`src/rtl/blkop_seq.sv`:
```
// blkop_seq: block INC/ENC/DEC/COPY engine that walks LEN words through
// a single-port memory shared with the CPU (CPU first, starvation-bounded).
//
// Ports:
//   clk, rst_n           clock, async active-low reset
//   start, op, src, dst  operation request (sampled in IDLE)
//   busy, done           status / one-cycle completion pulse
//   cpu_*                CPU load/store side of the shared port
//   mem_*                single-port synchronous memory side
module blkop_seq #(
  parameter int unsigned    DW     = 19,
  parameter int unsigned    AW     = 19,
  parameter int unsigned    LEN    = 8,
  parameter logic [DW-1:0]  KEY    = 19'h1999F,
  parameter int unsigned    STARVE = 4
) (
  input  logic          clk,
  input  logic          rst_n,
  input  logic          start,
  input  logic [1:0]    op,
  input  logic [AW-1:0] src,
  input  logic [AW-1:0] dst,
  output logic          busy,
  output logic          done,
  input  logic          cpu_req,
  input  logic          cpu_we,
  input  logic [AW-1:0] cpu_addr,
  input  logic [DW-1:0] cpu_wdata,
  output logic          cpu_gnt,
  output logic [DW-1:0] cpu_rdata,
  output logic          cpu_rvalid,
  output logic          mem_en,
  output logic          mem_we,
  output logic [AW-1:0] mem_addr,
  output logic [DW-1:0] mem_wdata,
  input  logic [DW-1:0] mem_rdata
);

  localparam int unsigned IW = (LEN > 1) ? $clog2(LEN) : 1;
  localparam int unsigned SW = $clog2(STARVE + 1);

  typedef enum logic [2:0] {
    S_IDLE,
    S_RD,
    S_CAP,
    S_WR,
    S_DONE
  } state_t;

  state_t        r_state;
  state_t        w_next;
  logic [1:0]    r_op;
  logic [AW-1:0] r_src;
  logic [AW-1:0] r_dst;
  logic [IW-1:0] r_idx;
  logic [DW-1:0] r_word;
  logic [SW-1:0] r_starve;
  logic          r_rvalid;

  logic          w_eng_req;
  logic          w_force;
  logic          w_cpu_gnt;
  logic          w_eng_gnt;
  logic          w_last;
  logic [AW-1:0] w_idx_ext;

  assign w_eng_req = (r_state == S_RD) || (r_state == S_WR);
  assign w_force   = w_eng_req && (r_starve == SW'(STARVE));
  // Grants are qualified with rst_n so nothing reaches memory during reset.
  assign w_cpu_gnt = rst_n && cpu_req && !w_force;
  assign w_eng_gnt = rst_n && w_eng_req && !w_cpu_gnt;
  assign w_last    = (r_idx == IW'(LEN - 1));
  assign w_idx_ext = AW'(r_idx);

  always_ff @(posedge clk or negedge rst_n) begin
    if (!rst_n) begin
      r_state <= S_IDLE;
    end else begin
      r_state <= w_next;
    end
  end

  always_comb begin
    w_next = r_state;
    unique case (r_state)
      S_IDLE: if (start) w_next = S_RD;
      S_RD:   if (w_eng_gnt) w_next = S_CAP;
      S_CAP:  w_next = S_WR;
      S_WR: begin
        if (w_eng_gnt) w_next = w_last ? S_DONE : S_RD;
      end
      S_DONE: w_next = S_IDLE;
      default: w_next = S_IDLE;
    endcase
  end

  always_ff @(posedge clk or negedge rst_n) begin
    if (!rst_n) begin
      r_op     <= '0;
      r_src    <= '0;
      r_dst    <= '0;
      r_idx    <= '0;
      r_word   <= '0;
      r_starve <= '0;
      r_rvalid <= 1'b0;
    end else begin
      r_rvalid <= w_cpu_gnt && !cpu_we;

      if (r_state == S_IDLE && start) begin
        r_op  <= op;
        r_src <= src;
        r_dst <= dst;
        r_idx <= '0;
      end else if (r_state == S_WR && w_eng_gnt && !w_last) begin
        r_idx <= r_idx + IW'(1);
      end

      if (r_state == S_CAP) begin
        unique case (r_op)
          2'b00:   r_word <= mem_rdata + DW'(1);
          2'b01:   r_word <= mem_rdata ^ KEY;
          2'b10:   r_word <= mem_rdata ^ KEY;
          default: r_word <= mem_rdata;
        endcase
      end

      // Counts denied request cycles; any grant or non-request clears it.
      if (w_eng_req && !w_eng_gnt) begin
        if (r_starve != SW'(STARVE)) r_starve <= r_starve + SW'(1);
      end else begin
        r_starve <= '0;
      end
    end
  end

  always_comb begin
    busy      = (r_state == S_RD) || (r_state == S_CAP) ||
                (r_state == S_WR);
    done      = (r_state == S_DONE);
    cpu_gnt   = w_cpu_gnt;
    cpu_rvalid = r_rvalid;
    cpu_rdata = rst_n ? mem_rdata : '0;
    mem_en    = 1'b0;
    mem_we    = 1'b0;
    mem_addr  = '0;
    mem_wdata = '0;
    if (w_cpu_gnt) begin
      mem_en    = 1'b1;
      mem_we    = cpu_we;
      mem_addr  = cpu_addr;
      mem_wdata = cpu_wdata;
    end else if (w_eng_gnt) begin
      mem_en = 1'b1;
      if (r_state == S_WR) begin
        mem_we    = 1'b1;
        mem_addr  = r_dst + w_idx_ext;
        mem_wdata = r_word;
      end else begin
        mem_addr = r_src + w_idx_ext;
      end
    end
  end

endmodule

```
`config.mk`:
```
export PLATFORM = sky130hd
export DESIGN_NAME = blkop_seq
export DESIGN_NICKNAME = d
export VERILOG_FILES = /design/src/rtl/blkop_seq.sv
export SDC_FILE = /design/constraint.sdc
export NUM_CORES = 1
export LEC_CHECK = 0
export ABC_AREA = 1
export CORE_UTILIZATION = 38
export DETAILED_ROUTE_END_ITERATION = 12
export HOLD_SLACK_MARGIN = 0.08
export PLACE_DENSITY_LB_ADDON = 0.2
export RECOVER_POWER = 100
export SKIP_LAST_GASP = 1
export SYNTH_ARGS = -nofsm -noshare
export SYNTH_HDL_FRONTEND = slang
export SYNTH_SLANG_ARGS = --single-unit
```
`constraint.sdc`:
```
create_clock -name clk -period 7.9 [get_ports clk]
set_clock_uncertainty 0.1 [all_clocks]
set_input_delay 1.58 -clock clk [delete_from_list [all_inputs] [get_ports clk]]
set_output_delay 1.58 -clock clk [all_outputs]
set_load 0.03 [all_outputs]
```
==> out/qor.log, run 1 <==
qor: route.antenna_left 0
qor: setup_path.timing.rr.end r_idx[2]$_DFFE_PN0P_
qor: sta.fin_worst_hold_slack 403 ps
qor: sta.finalCriticalPeriod 6520 ps
qor: sta.grt_setup_unrepaired no
qor: synth.synth.ff_latch_count 69
qor: global_route.grt_max_degree 72
qor: synth.synth_enable_flop_cells 0
qor: sta.final.setup.tns 0 ps
qor: setup_path.crit_chain clkbuf_1 -> nand3_1 -> nor2_2 -> inv_2 -> o21ai_0 -> dlygate4sd3_1
qor: cts.insertion_delay 320 ps
qor: synth.synthDistinctLibCells 42
qor: synth.syn-mean-instance-area 7.23 sq um
qor: route.dr_total_vias 4961
qor: synth.yosys_warnings 0
qor: power.maximum_resistive_drop_on_vdd 0.000151 V
qor: cts.cts_max_path_buffers 2
qor: placed_design.io_buffer_count 164
qor: synth.synth_async_sr_flop_share 100%
qor: placed_design.gp_congestion 0.894
qor: sta.worst_pin_slew 2580 ps
qor: global_route.grt_antenna_before_repair 0
qor: setup_path.critical_path.top_delay_family buffers and inverters
qor: setup_path.maximum_fanout_along_the_worst_path 22
qor: run.cap_violations 1
qor: floorplanning.total_die_area 0.0128 sq mm
qor: synth.synth_top_cell_by_area sky130_fd_sc_hd__dfrtp_1
qor: setup_path.crit_slowest_cell sky130_fd_sc_hd__clkbuf_1
qor: synth.synth.top_cells.by_area sky130_fd_sc_hd__dfrtp_1 37%, sky130_fd_sc_hd__nand2_1 14%, sky130_fd_sc_hd__mux2_2 7.2%
qor: route.detail_route.vias_per_cell 5.07
qor: route.wire_per_inst 14.8 um
qor: outcome.violations capacitance limit, slew limit
qor: cts.cts_hold_repair.buffers 0
qor: final_layout.num_antenna_cells 0
qor: setup_path.worst_setup_path_startpoint rst_n
qor: cts.cts_setup_buffers 0
qor: setup_path.worst-path-stages 6
qor: global_route.overflow 0
qor: sta.final.period_utilization 82.6%
qor: setup_path.critPathCaptureType output port
qor: sta.final.setup.worst_slack 1380 ps
qor: route.remaining_drc_errors 0
qor: placed_design.dp_slack 1960 ps
qor: setup_path.crit_type primary input to output port
qor: floorplanning.initial_core_util 39.1%
qor: placed_design.dp_hpwl 11100 um
qor: global_route.first_global_vias 4790
qor: cts.clk_root_buffer_cell sky130_fd_sc_hd__clkbuf_16
qor: min_path.hold_path.class flop to flop
qor: synth.synthesized_netlist_net_count 766
qor: synth.post_synthesis_sequential_area_ratio 36.7%
qor: setup_path.worstReg2RegStart r_state[0]$_DFFE_PN0P_
qor: sta.slew-limit-headroom -72.1%
qor: sta.hold_viol 0
qor: floorplanning.io-pin-count 165
qor: cts.cts_inserted_buffers 9
qor: setup_path.worst-path-buf-inv 3
qor: cts.clock_sink_count 69
qor: synth.synth_cells 652
qor: setup_path.cp-endpoint mem_wdata[6]
qor: cts.clkTransAtPathRegs 50 ps
qor: cts.cts_tree yes
qor: final_layout.layout-drive-gt1-share 8.27%
qor: floorplanning.die_height 113 um
qor: setup_path.critPathRequiredTime 6220 ps
qor: cts.cts_resized 0
qor: placed_design.placed_area 0.00648 sq mm
qor: final_layout.finish.cell_count_without_fillers 978
qor: power.power.static_leakage 0.00325 uW
qor: floorplanning.core_area 0.0121 sq mm
qor: sta.final_max_slew_viol_count 54
qor: setup_path.critical_path_arrival 4840 ps
qor: route.first_iter_violations 214
qor: setup_path.r2r_slack 4430 ps
qor: final_layout.final_design_area_no_fill 0.00677 sq mm
qor: sta.final_setup_fails 0
qor: setup_path.critPathMaxStageDelay 810 ps
qor: setup_path.crit_path_start_kind primary input
qor: outcome.run_status complete, but fails checks
qor: sta.max_freq 0.153 GHz
qor: synth.post-synth-top-area-fraction 36.7%
qor: global_route.grt_pass1_wl 23500 um
qor: floorplanning.floorplan.rows 40
qor: synth.syn_area 0.00471 sq mm
qor: synth.synth_top_flop_cell sky130_fd_sc_hd__dfrtp_1
qor: floorplanning.die_width 113 um
qor: setup_path.worst_r2r_path_cells 5
qor: final_layout.syn2layout_area_growth 43.7%
qor: placed_design.post-place-cells 963
qor: power.power_density 329 mW/mm^2
qor: route.drtPass1Iterations 5
qor: global_route.gr_util_all_layers 23.0%
qor: route.postRouteWirelength 14500 um
qor: cts.cts-htree-levels 3
qor: final_layout.num-nets-final 920
cell type report:
cell class,instances,area (sq um)
Clock buffer,11,253
Multi-Input combinational cell,475,2560
Sequential cell,69,1730
Clock inverter,4,47.5
Tap cell,168,210
Timing Repair Buffer,168,1660
Fill cell,1155,5290
Inverter,83,312
metrics by stage:
stage	power, uW	util (%)
floorplan	1440	-
global placement	1820	53.7
detailed placement	1840	53.7
CTS	2260	56.2
global route	2410	56.1
finish	2230	56.1
worst min path at each step:
stage | from | end | slack [ps] | cells after the start
floorplan | r_word[2]$_DFFE_PN0P_ | r_word[2]$_DFFE_PN0P_ | 350 | 2
global placement | r_src[2]$_DFFE_PN0P_ | r_src[2]$_DFFE_PN0P_ | 390 | 1
detailed placement | r_src[1]$_DFFE_PN0P_ | r_src[1]$_DFFE_PN0P_ | 390 | 1
CTS | r_src[1]$_DFFE_PN0P_ | r_src[1]$_DFFE_PN0P_ | 410 | 1
global route | r_src[1]$_DFFE_PN0P_ | r_src[1]$_DFFE_PN0P_ | 420 | 1
finish | r_src[0]$_DFFE_PN0P_ | r_src[0]$_DFFE_PN0P_ | 400 | 1
report_power, final:
| group | internal (uW) | switching, uW | leakage [uW] |
|---|---|---|---|
| logic | 450 | 743 | 0.00229 |
| clock network | 259 | 151 | 0.000147 |
| registers | 523 | 102 | 0.000810 |
| total | 1230 | 996 | 0.00325 |
registers in the layout, indices dropped and copies added (netlist names):
signal,flops
r_src,19
r_op,2
r_dst,19
r_idx,3
cpu_rvalid,1
r_state,3
r_word,19
r_starve,3
cell families after synthesis:
logic type	synth area share, %
adders and majority gates	3.35
and+or+nand+nor	26.7
xor gates and xnor gates	0.558
AOI/OAI and AO/OA	16.4
buffers and inverters	9.22
DFF	36.7
muxes	7.17
per-layer routing:
layer | wire length [um] | vias to the layer above | global-route usage, %
met1 | 6520 | 2341 | 30.2
met3 | 813 | 17 | 4.23
met5 | 0 | - | 0
met2 | 6960 | 147 | 39.1
met4 | 216 | 0 | 5.88
li1 | - | 2456 | -
cell usage after synthesis (3+ instances only):
master	number
sky130_fd_sc_hd__nand3_1	36
sky130_fd_sc_hd__buf_2	8
sky130_fd_sc_hd__o21ai_2	4
sky130_fd_sc_hd__nand2_1	172
sky130_fd_sc_hd__o21ai_0	48
sky130_fd_sc_hd__nor3_1	4
sky130_fd_sc_hd__nor2_1	60
sky130_fd_sc_hd__a21oi_1	38
sky130_fd_sc_hd__nor2_2	6
sky130_fd_sc_hd__a22o_1	12
sky130_fd_sc_hd__inv_1	80
sky130_fd_sc_hd__a22oi_1	4
sky130_fd_sc_hd__o21ai_1	6
sky130_fd_sc_hd__nand4_1	13
sky130_fd_sc_hd__mux2_2	30
sky130_fd_sc_hd__clkbuf_1	13
sky130_fd_sc_hd__ha_1	11
sky130_fd_sc_hd__a31oi_1	3
sky130_fd_sc_hd__o211ai_1	4
sky130_fd_sc_hd__buf_4	3
sky130_fd_sc_hd__dfrtp_1	69
cell usage in the layout (no fill, tap or decap), types with 6 or more instances in the layout:
cell and count:
sky130_fd_sc_hd__a22o_1 12, sky130_fd_sc_hd__clkdlybuf4s50_1 98, sky130_fd_sc_hd__nand2_1 172, sky130_fd_sc_hd__dlygate4sd3_1 65, sky130_fd_sc_hd__clkbuf_16 9, sky130_fd_sc_hd__dfrtp_1 69, sky130_fd_sc_hd__ha_1 11, sky130_fd_sc_hd__a21oi_1 38
sky130_fd_sc_hd__inv_1 80, sky130_fd_sc_hd__nand3_1 35, sky130_fd_sc_hd__o21ai_1 6, sky130_fd_sc_hd__nor2_2 6, sky130_fd_sc_hd__nor2_1 60, sky130_fd_sc_hd__mux2_2 29, sky130_fd_sc_hd__nand4_1 13, sky130_fd_sc_hd__o21ai_0 48
No activity file was read; power rests on OpenSTA's default activity.
==> run 2, diff against run 1 <==
==> constraint.sdc (replaced) <==
create_clock -name clk -period 5.4 [get_ports clk]
set_clock_uncertainty 0.1 [all_clocks]
set_input_delay 1.08 -clock clk [delete_from_list [all_inputs] [get_ports clk]]
set_output_delay 1.08 -clock clk [all_outputs]
set_load 0.03 [all_outputs]
==> out/qor.log, run 2 (synthesis gave the netlist of run 1 again) <==
qor: sta.final.setup.tns 0 ps [unchanged]
qor: route.remaining_drc_errors 0 [unchanged]
qor: setup_path.worstReg2RegStart r_state[0]$_DFFE_PN0P_ [unchanged]
qor: sta.grt_setup_unrepaired no [unchanged]
qor: cts.clock_sink_count 69 [unchanged]
qor: route.postRouteWirelength 14100 um [was 14500 um]
qor: setup_path.critical_path_arrival 3930 ps [was 4840 ps]
qor: sta.finalCriticalPeriod 5110 ps
qor: setup_path.crit_type primary input to output port [unchanged]
qor: final_layout.syn2layout_area_growth 44.3% [was 43.7%]
qor: final_layout.num_antenna_cells 0 [unchanged]
qor: setup_path.crit_path_start_kind primary input [unchanged]
qor: power.total_power 3250 uW [was 2230 uW]
qor: final_layout.filler_cell_count 1159 [was 1155]
qor: setup_path.critPathRequiredTime 4220 ps [was 6220 ps]
qor: sta.max_freq 0.196 GHz
qor: placed_design.io_buffer_count 164 [unchanged]
qor: outcome.run_status complete, but fails checks [unchanged]
qor: placed_design.gp_congestion 0.892 [was 0.894]
qor: setup_path.maximum_fanout_along_the_worst_path 17 [was 22]
qor: cts.cts_resized 0 [unchanged]
qor: cts.cts_tree yes [unchanged]
qor: floorplanning.die_height 113 um [unchanged]
qor: route.detail_route.vias_per_cell 5.09 [was 5.07]
qor: sta.worst_pin_slew 2540 ps [was 2580 ps]
qor: floorplanning.initial_core_util 39.1% [unchanged]
qor: global_route.grt_antenna_before_repair 0 [unchanged]
qor: final_layout.reg_top3 r_dst: 19 flops, r_src: 19 flops, r_word: 19 flops [unchanged]
qor: global_route.first_global_vias 4886 [was 4790]
qor: setup_path.worst_setup_path_startpoint cpu_req [was rst_n]
qor: floorplanning.floorplan.rows 40 [unchanged]
qor: floorplanning.core_area 0.0121 sq mm [unchanged]
qor: floorplanning.io-pin-count 165 [unchanged]
qor: sta.slew-limit-headroom -69.2% [was -72.1%]
qor: min_path.hold_start r_src[0]$_DFFE_PN0P_ [unchanged]
qor: cts.clkTransAtPathRegs 60 ps [was 50 ps]
qor: cts.cts_setup_buffers 0 [unchanged]
qor: final_layout.final_cell_mix 172 x sky130_fd_sc_hd__nand2_1, 99 x sky130_fd_sc_hd__clkdlybuf4s50_1, 80 x sky130_fd_sc_hd__inv_1, 69 x sky130_fd_sc_hd__dfrtp_1, 64 x sky130_fd_sc_hd__dlygate4sd3_1 [was 172 x sky130_fd_sc_hd__nand2_1, 98 x sky130_fd_sc_hd__clkdlybuf4s50_1, 80 x sky130_fd_sc_hd__inv_1, 69 x sky130_fd_sc_hd__dfrtp_1, 65 x sky130_fd_sc_hd__dlygate4sd3_1]
qor: route.first_iter_violations 286 [was 214]
qor: min_path.hold_path.class flop to flop [unchanged]
qor: sta.final_max_slew_viol_count 128 [was 54]
qor: power.power_density 479 mW/mm^2 [was 329 mW/mm^2]
qor: global_route.gr_util_all_layers 22.7% [was 23.0%]
qor: cts.clk_root_buffer_cell sky130_fd_sc_hd__clkbuf_16 [unchanged]
qor: global_route.overflow 0 [unchanged]
qor: final_layout.num-nets-final 924 [was 920]
qor: floorplanning.total_die_area 0.0128 sq mm [unchanged]
qor: route.antenna_left 0 [unchanged]
qor: placed_design.dp_hpwl 10900 um [was 11100 um]
qor: outcome.violations capacitance limit, slew limit [unchanged]
qor: cts.cts_max_path_buffers 2 [unchanged]
qor: sta.final_setup_fails 0 [unchanged]
qor: final_layout.layout.core_utilization 56.3% [was 56.1%]
qor: power.maximum_resistive_drop_on_vdd 0.000226 V [was 0.000151 V]
qor: cts.cts_hold_repair.buffers 0 [unchanged]
qor: cts.cts_inserted_buffers 9 [unchanged]
qor: route.drtPass1Iterations 5 [unchanged]
qor: setup_path.critPathCaptureType output port [unchanged]
qor: final_layout.ff_latch_area 0.00173 sq mm [unchanged]
qor: setup_path.r2r_slack 2020 ps [was 4430 ps]
qor: route.wire_per_inst 14.4 um [was 14.8 um]
qor: power.power.static_leakage 0.00326 uW [was 0.00325 uW]
qor: cts.insertion_delay 330 ps [was 320 ps]
qor: global_route.grt_pass1_wl 23300 um [was 23500 um]
qor: final_layout.layout-drive-gt1-share 8.60% [was 8.27%]
qor: route.dr_total_vias 5001 [was 4961]
qor: final_layout.multi_input_comb_area 0.00256 sq mm [about the same]
qor: sta.hold_viol 0 [unchanged]
qor: run.cap_violations 3 [was 1]
qor: cts.cts-htree-levels 3 [unchanged]
qor: global_route.grt_max_degree 54 [was 72]
qor: floorplanning.die_width 113 um [unchanged]
qor: sta.final.period_utilization 94.6%
qor: final_layout.mostFrequentLayoutCell sky130_fd_sc_hd__nand2_1 [unchanged]
==> run 2: cell type report <==
cell class / count / share of cell area, %
timing repair buffer: 172 / 25.0
sequential: 69 / 25.4
multi-input combinational: 475 / 37.6
clock buffer: 9 / 3.31
clock inverter: 6 / 0.957
inverter: 83 / 4.58
tap: 168 / 3.09
==> run 2: final timing paths <==
path	depth (start not counted)	to
max reg2reg	5	r_idx[2]$_DFFE_PN0P_
min	1	r_src[0]$_DFFE_PN0P_
min reg2reg	1	r_src[0]$_DFFE_PN0P_
min in group asynchronous	1	r_dst[7]$_DFFE_PN0P_
max in group asynchronous	2	r_dst[16]$_DFFE_PN0P_
max	9	mem_addr[9]
==> run 2: worst max-delay path, stage by stage <==
cell and delay (ps):
sky130_fd_sc_hd__dlygate4sd3_1 540, sky130_fd_sc_hd__nand3_1 140, sky130_fd_sc_hd__nand3_1 330, sky130_fd_sc_hd__inv_1 580, sky130_fd_sc_hd__o21ai_0 240, sky130_fd_sc_hd__o21ai_0 130, sky130_fd_sc_hd__o21ai_1 100, sky130_fd_sc_hd__nand2_1 60
sky130_fd_sc_hd__dlygate4sd3_1 730
==> run 2: through the flow <==
stage               hold slack, ps  cell area, sq um  setup WS [ps]  std cells
global route                   424              6800           39.1        982
finish                         405              6800            291        982
floorplan                      354              4710           1340        652
detailed placement             396              6520            500        967
global placement               388              6520            616        967
CTS                            409              6810            395        982
==> run 2: power breakdown <==
group,switching [uW],total (uW),internal [uW]
logic,1090,1760,670
clock network,227,582,355
registers,148,912,764
==> run 2: metal layers <==
layer  GRT usage, %  part of all wire, %
met3           3.05                  6.6
met5              0                    0
met1           30.8                   45
met2           37.1                   47
met4           8.16                  1.9
==> run 3, diff against run 2 <==
--- a/config.mk
+++ b/config.mk
@@ -7,6 +7,7 @@
 export LEC_CHECK = 0
 export ABC_AREA = 1
 export CORE_UTILIZATION = 38
+export CTS_BUF_LIST = sky130_fd_sc_hd__clkbuf_2
 export DETAILED_ROUTE_END_ITERATION = 12
 export HOLD_SLACK_MARGIN = 0.08
 export PLACE_DENSITY_LB_ADDON = 0.2
==> out/qor.log, run 3 (synthesis gave the netlist of run 1 again) <==
qor: sta.worst_pin_slew 2530 ps [was 2540 ps]
qor: sta.grt_setup_unrepaired no [unchanged]
qor: setup_path.critPathCaptureType output port [unchanged]
qor: setup_path.critical_path_arrival 3950 ps [was 3930 ps]
qor: placed_design.dp_hpwl 10900 um [unchanged]
qor: power.switchingPower 1440 uW [was 1460 uW]
qor: route.detail_route.vias_per_cell 5.07 [was 5.09]
qor: sta.slew-limit-headroom -68.7% [was -69.2%]
qor: cts.clkTransAtPathRegs 210 ps [was 60 ps]
qor: floorplanning.die_height 113 um [unchanged]
qor: global_route.grt_antenna_before_repair 0 [unchanged]
qor: route.antenna_left 0 [unchanged]
qor: final_layout.layout-drive-gt1-share 9.40% [was 8.60%]
qor: power.power.clock.fraction 10.2% [was 17.9%]
qor: setup_path.critPathRequiredTime 4220 ps [about the same]
qor: placed_design.io_buffer_count 164 [unchanged]
qor: cts.cts_max_path_buffers 2 [unchanged]
qor: sta.finalCriticalPeriod 5130 ps [was 5110 ps]
qor: placed_design.post-place-cells 967 [unchanged]
qor: floorplanning.floorplan.rows 40 [unchanged]
qor: sta.final.setup.tns 0 ps [unchanged]
qor: route.drtPass1Iterations 5 [unchanged]
qor: final_layout.num_antenna_cells 0 [unchanged]
qor: setup_path.worst_r2r_path_cells 5 [unchanged]
qor: sta.final_max_slew_viol_count 128 [unchanged]
qor: power.power_report.internal_total 1560 uW [was 1790 uW]
qor: floorplanning.initial_core_util 39.1% [unchanged]
qor: setup_path.crit_slowest_cell sky130_fd_sc_hd__clkdlybuf4s50_1 [was sky130_fd_sc_hd__dlygate4sd3_1]
qor: power.power_density 451 mW/mm^2 [was 479 mW/mm^2]
qor: sta.fin_worst_hold_slack 303 ps [was 405 ps]
qor: final_layout.finish.cell_count_without_fillers 987 [was 982]
qor: run.cap_violations 3 [unchanged]
qor: setup_path.path_common_cell sky130_fd_sc_hd__nand2_1
qor: route.wire_per_inst 14.3 um [was 14.4 um]
qor: setup_path.crit_path_start_kind flop [was primary input]
qor: final_layout.syn2layout_area_growth 41.3% [was 44.3%]
qor: cts.clock_sink_count 69 [unchanged]
qor: outcome.violations capacitance limit, slew limit [unchanged]
qor: floorplanning.core_area 0.0121 sq mm [unchanged]
qor: setup_path.crit_chain nand2_1 -> nor2_2 -> buf_4 -> nand2_1 -> nand2_1 -> ha_1 -> inv_1 -> fa_1 -> inv_1 -> nand2_1 -> nand2_1 -> nand3_1 -> nor2_2 -> nand3_1 -> o21ai_0 -> nand3_1 -> nand2_1 -> clkdlybuf4s50_1 [was dlygate4sd3_1 -> nand3_1 -> nand3_1 -> inv_1 -> o21ai_0 -> o21ai_0 -> o21ai_1 -> nand2_1 -> dlygate4sd3_1]
qor: sta.hold_viol 0 [unchanged]
qor: setup_path.timing.rr.end r_idx[2]$_DFFE_PN0P_ [unchanged]
qor: global_route.grt_pass1_wl 23300 um [about the same]
qor: setup_path.r2r_slack 2080 ps [was 2020 ps]
qor: final_layout.filler_cell_count 1188 [was 1159]
qor: cts.cts_tree yes [unchanged]
qor: global_route.first_global_vias 4866 [was 4886]
qor: power.p_comb_share 59.8% [was 54.1%]
qor: global_route.gr_util_all_layers 22.6% [was 22.7%]
qor: floorplanning.total_die_area 0.0128 sq mm [unchanged]
qor: power.switching_share_of_total_power 48.1% [was 45.0%]
qor: cts.cts_inserted_buffers 9 [unchanged]
qor: outcome.run_status complete, but fails checks [unchanged]
qor: sta.final.period_utilization 95.0% [was 94.6%]
qor: sta.max_freq 0.195 GHz [was 0.196 GHz]
qor: placed_design.gp_congestion 0.892 [unchanged]
qor: final_layout.final_cell_mix 172 x sky130_fd_sc_hd__nand2_1, 101 x sky130_fd_sc_hd__clkdlybuf4s50_1, 80 x sky130_fd_sc_hd__inv_1, 67 x sky130_fd_sc_hd__dfrtp_1, 62 x sky130_fd_sc_hd__dlygate4sd3_1 [was 172 x sky130_fd_sc_hd__nand2_1, 99 x sky130_fd_sc_hd__clkdlybuf4s50_1, 80 x sky130_fd_sc_hd__inv_1, 69 x sky130_fd_sc_hd__dfrtp_1, 64 x sky130_fd_sc_hd__dlygate4sd3_1]
qor: final_layout.mostFrequentLayoutCell sky130_fd_sc_hd__nand2_1 [unchanged]
qor: final_layout.reg_top3 r_dst: 19 flops, r_src: 19 flops, r_word: 19 flops [unchanged]
qor: placed_design.dp_slack 500 ps [unchanged]
qor: power.power.static_leakage 0.00320 uW [was 0.00326 uW]
qor: route.postRouteWirelength 14100 um [about the same]
qor: final_layout.final_design_area_no_fill 0.00666 sq mm [was 0.00680 sq mm]
qor: global_route.grt_max_degree 54 [unchanged]
qor: placed_design.placed_area 0.00652 sq mm [unchanged]
qor: cts.cts_hold_repair.buffers 0 [unchanged]
qor: route.remaining_drc_errors 0 [unchanged]
qor: setup_path.maximum_fanout_along_the_worst_path 16 [was 17]
qor: setup_path.critPathMaxStageDelay 660 ps [was 730 ps]
qor: final_layout.num-nets-final 929 [was 924]
qor: setup_path.worstReg2RegStart r_state[2]$_DFFE_PN0P_ [was r_state[0]$_DFFE_PN0P_]
qor: setup_path.crit_type flop to output port [was primary input to output port]
qor: floorplanning.die_width 113 um [unchanged]
qor: sta.final_setup_fails 0 [unchanged]
qor: cts.cts-htree-levels 3 [unchanged]
qor: cts.clk_root_buffer_cell sky130_fd_sc_hd__clkbuf_2 [was sky130_fd_sc_hd__clkbuf_16]
qor: route.dr_total_vias 5004 [was 5001]
qor: sta.final.setup.worst_slack 268 ps [was 291 ps]
qor: cts.insertion_delay 510 ps [was 330 ps]
qor: power.seqPwrFrac 30.0% [was 28.0%]
qor: min_path.hold_path.class primary input to async pin [was flop to flop]
qor: route.first_iter_violations 267 [was 286]
qor: global_route.overflow 0 [unchanged]
qor: floorplanning.io-pin-count 165 [unchanged]
qor: power.maximum_resistive_drop_on_vdd 0.000217 V [was 0.000226 V]
[run 3: critical path, delay by kind of cell (launching register included)]
| family | cells | cell delay (ps) |
|---|---|---|
| simple gates | 11 | 1190 |
| flops | 1 | 510 |
| fa+ha+maj | 2 | 520 |
| buf+inv | 4 | 1020 |
| compound gates | 1 | 190 |
[run 3: how the worst max path moves through the flow]
stage,start,end,cells after the start
after global routing,r_state[0]$_DFFE_PN0P_,mem_addr[16],18
after floorplan,r_state[2]$_DFFE_PN0P_,mem_addr[10],14
after CTS,r_state[0]$_DFFE_PN0P_,mem_addr[16],18
after global placement,cpu_req,mem_addr[9],9
final,r_state[0]$_DFFE_PN0P_,mem_addr[18],18
after detailed placement,cpu_req,mem_addr[9],9
[run 3: power by group through the flow]
stage          Sequential [uW]  Clock, uW  Combinational, uW
2_1_floorplan              856          0               1260
3_3_place_gp               912          0               1750
3_5_place_dp               918          0               1780
4_1_cts                    907        308               1790
5_1_grt                    927        337               2000
6_report                   899        305               1790
[run 3: area by class of cell]
type	instances	area (sq um)	area share (%)
multi-input cells	475	2560	38.4
inverters	83	312	4.68
well taps	168	210	3.16
clock buffers	9	45.0	0.677
clock inverters	6	65.1	0.977
repair buffers	177	1740	26.1
flip-flops and latches	69	1730	26.0
[run 3: stage by stage]
| step | total power, uW | util [%] |
|---|---|---|
| after floorplan | 2110 | - |
| after global placement | 2660 | 54.1 |
| after detailed placement | 2700 | 54.1 |
| after CTS | 3000 | 55.0 |
| after global routing | 3260 | 55.2 |
| final | 3000 | 55.2 |
[run 3: timing repair]
| action | 4_1_cts | 5_1_grt |
|---|---|---|
| endpoints found under the setup margin | 0 | 6 |
| gates resized for setup | 0 | 3 |
| setup buffers | 0 | 5 |
[run 3: routing by layer]
layer,part of all wire [%],wire length (um),track usage [%],vias up
li1,-,-,-,2467
met1,46,6480,30.4,2349
met2,47,6590,36.9,164
met3,5.2,742,3.37,24
met4,2.3,329,8.60,0
met5,0,0,0,-
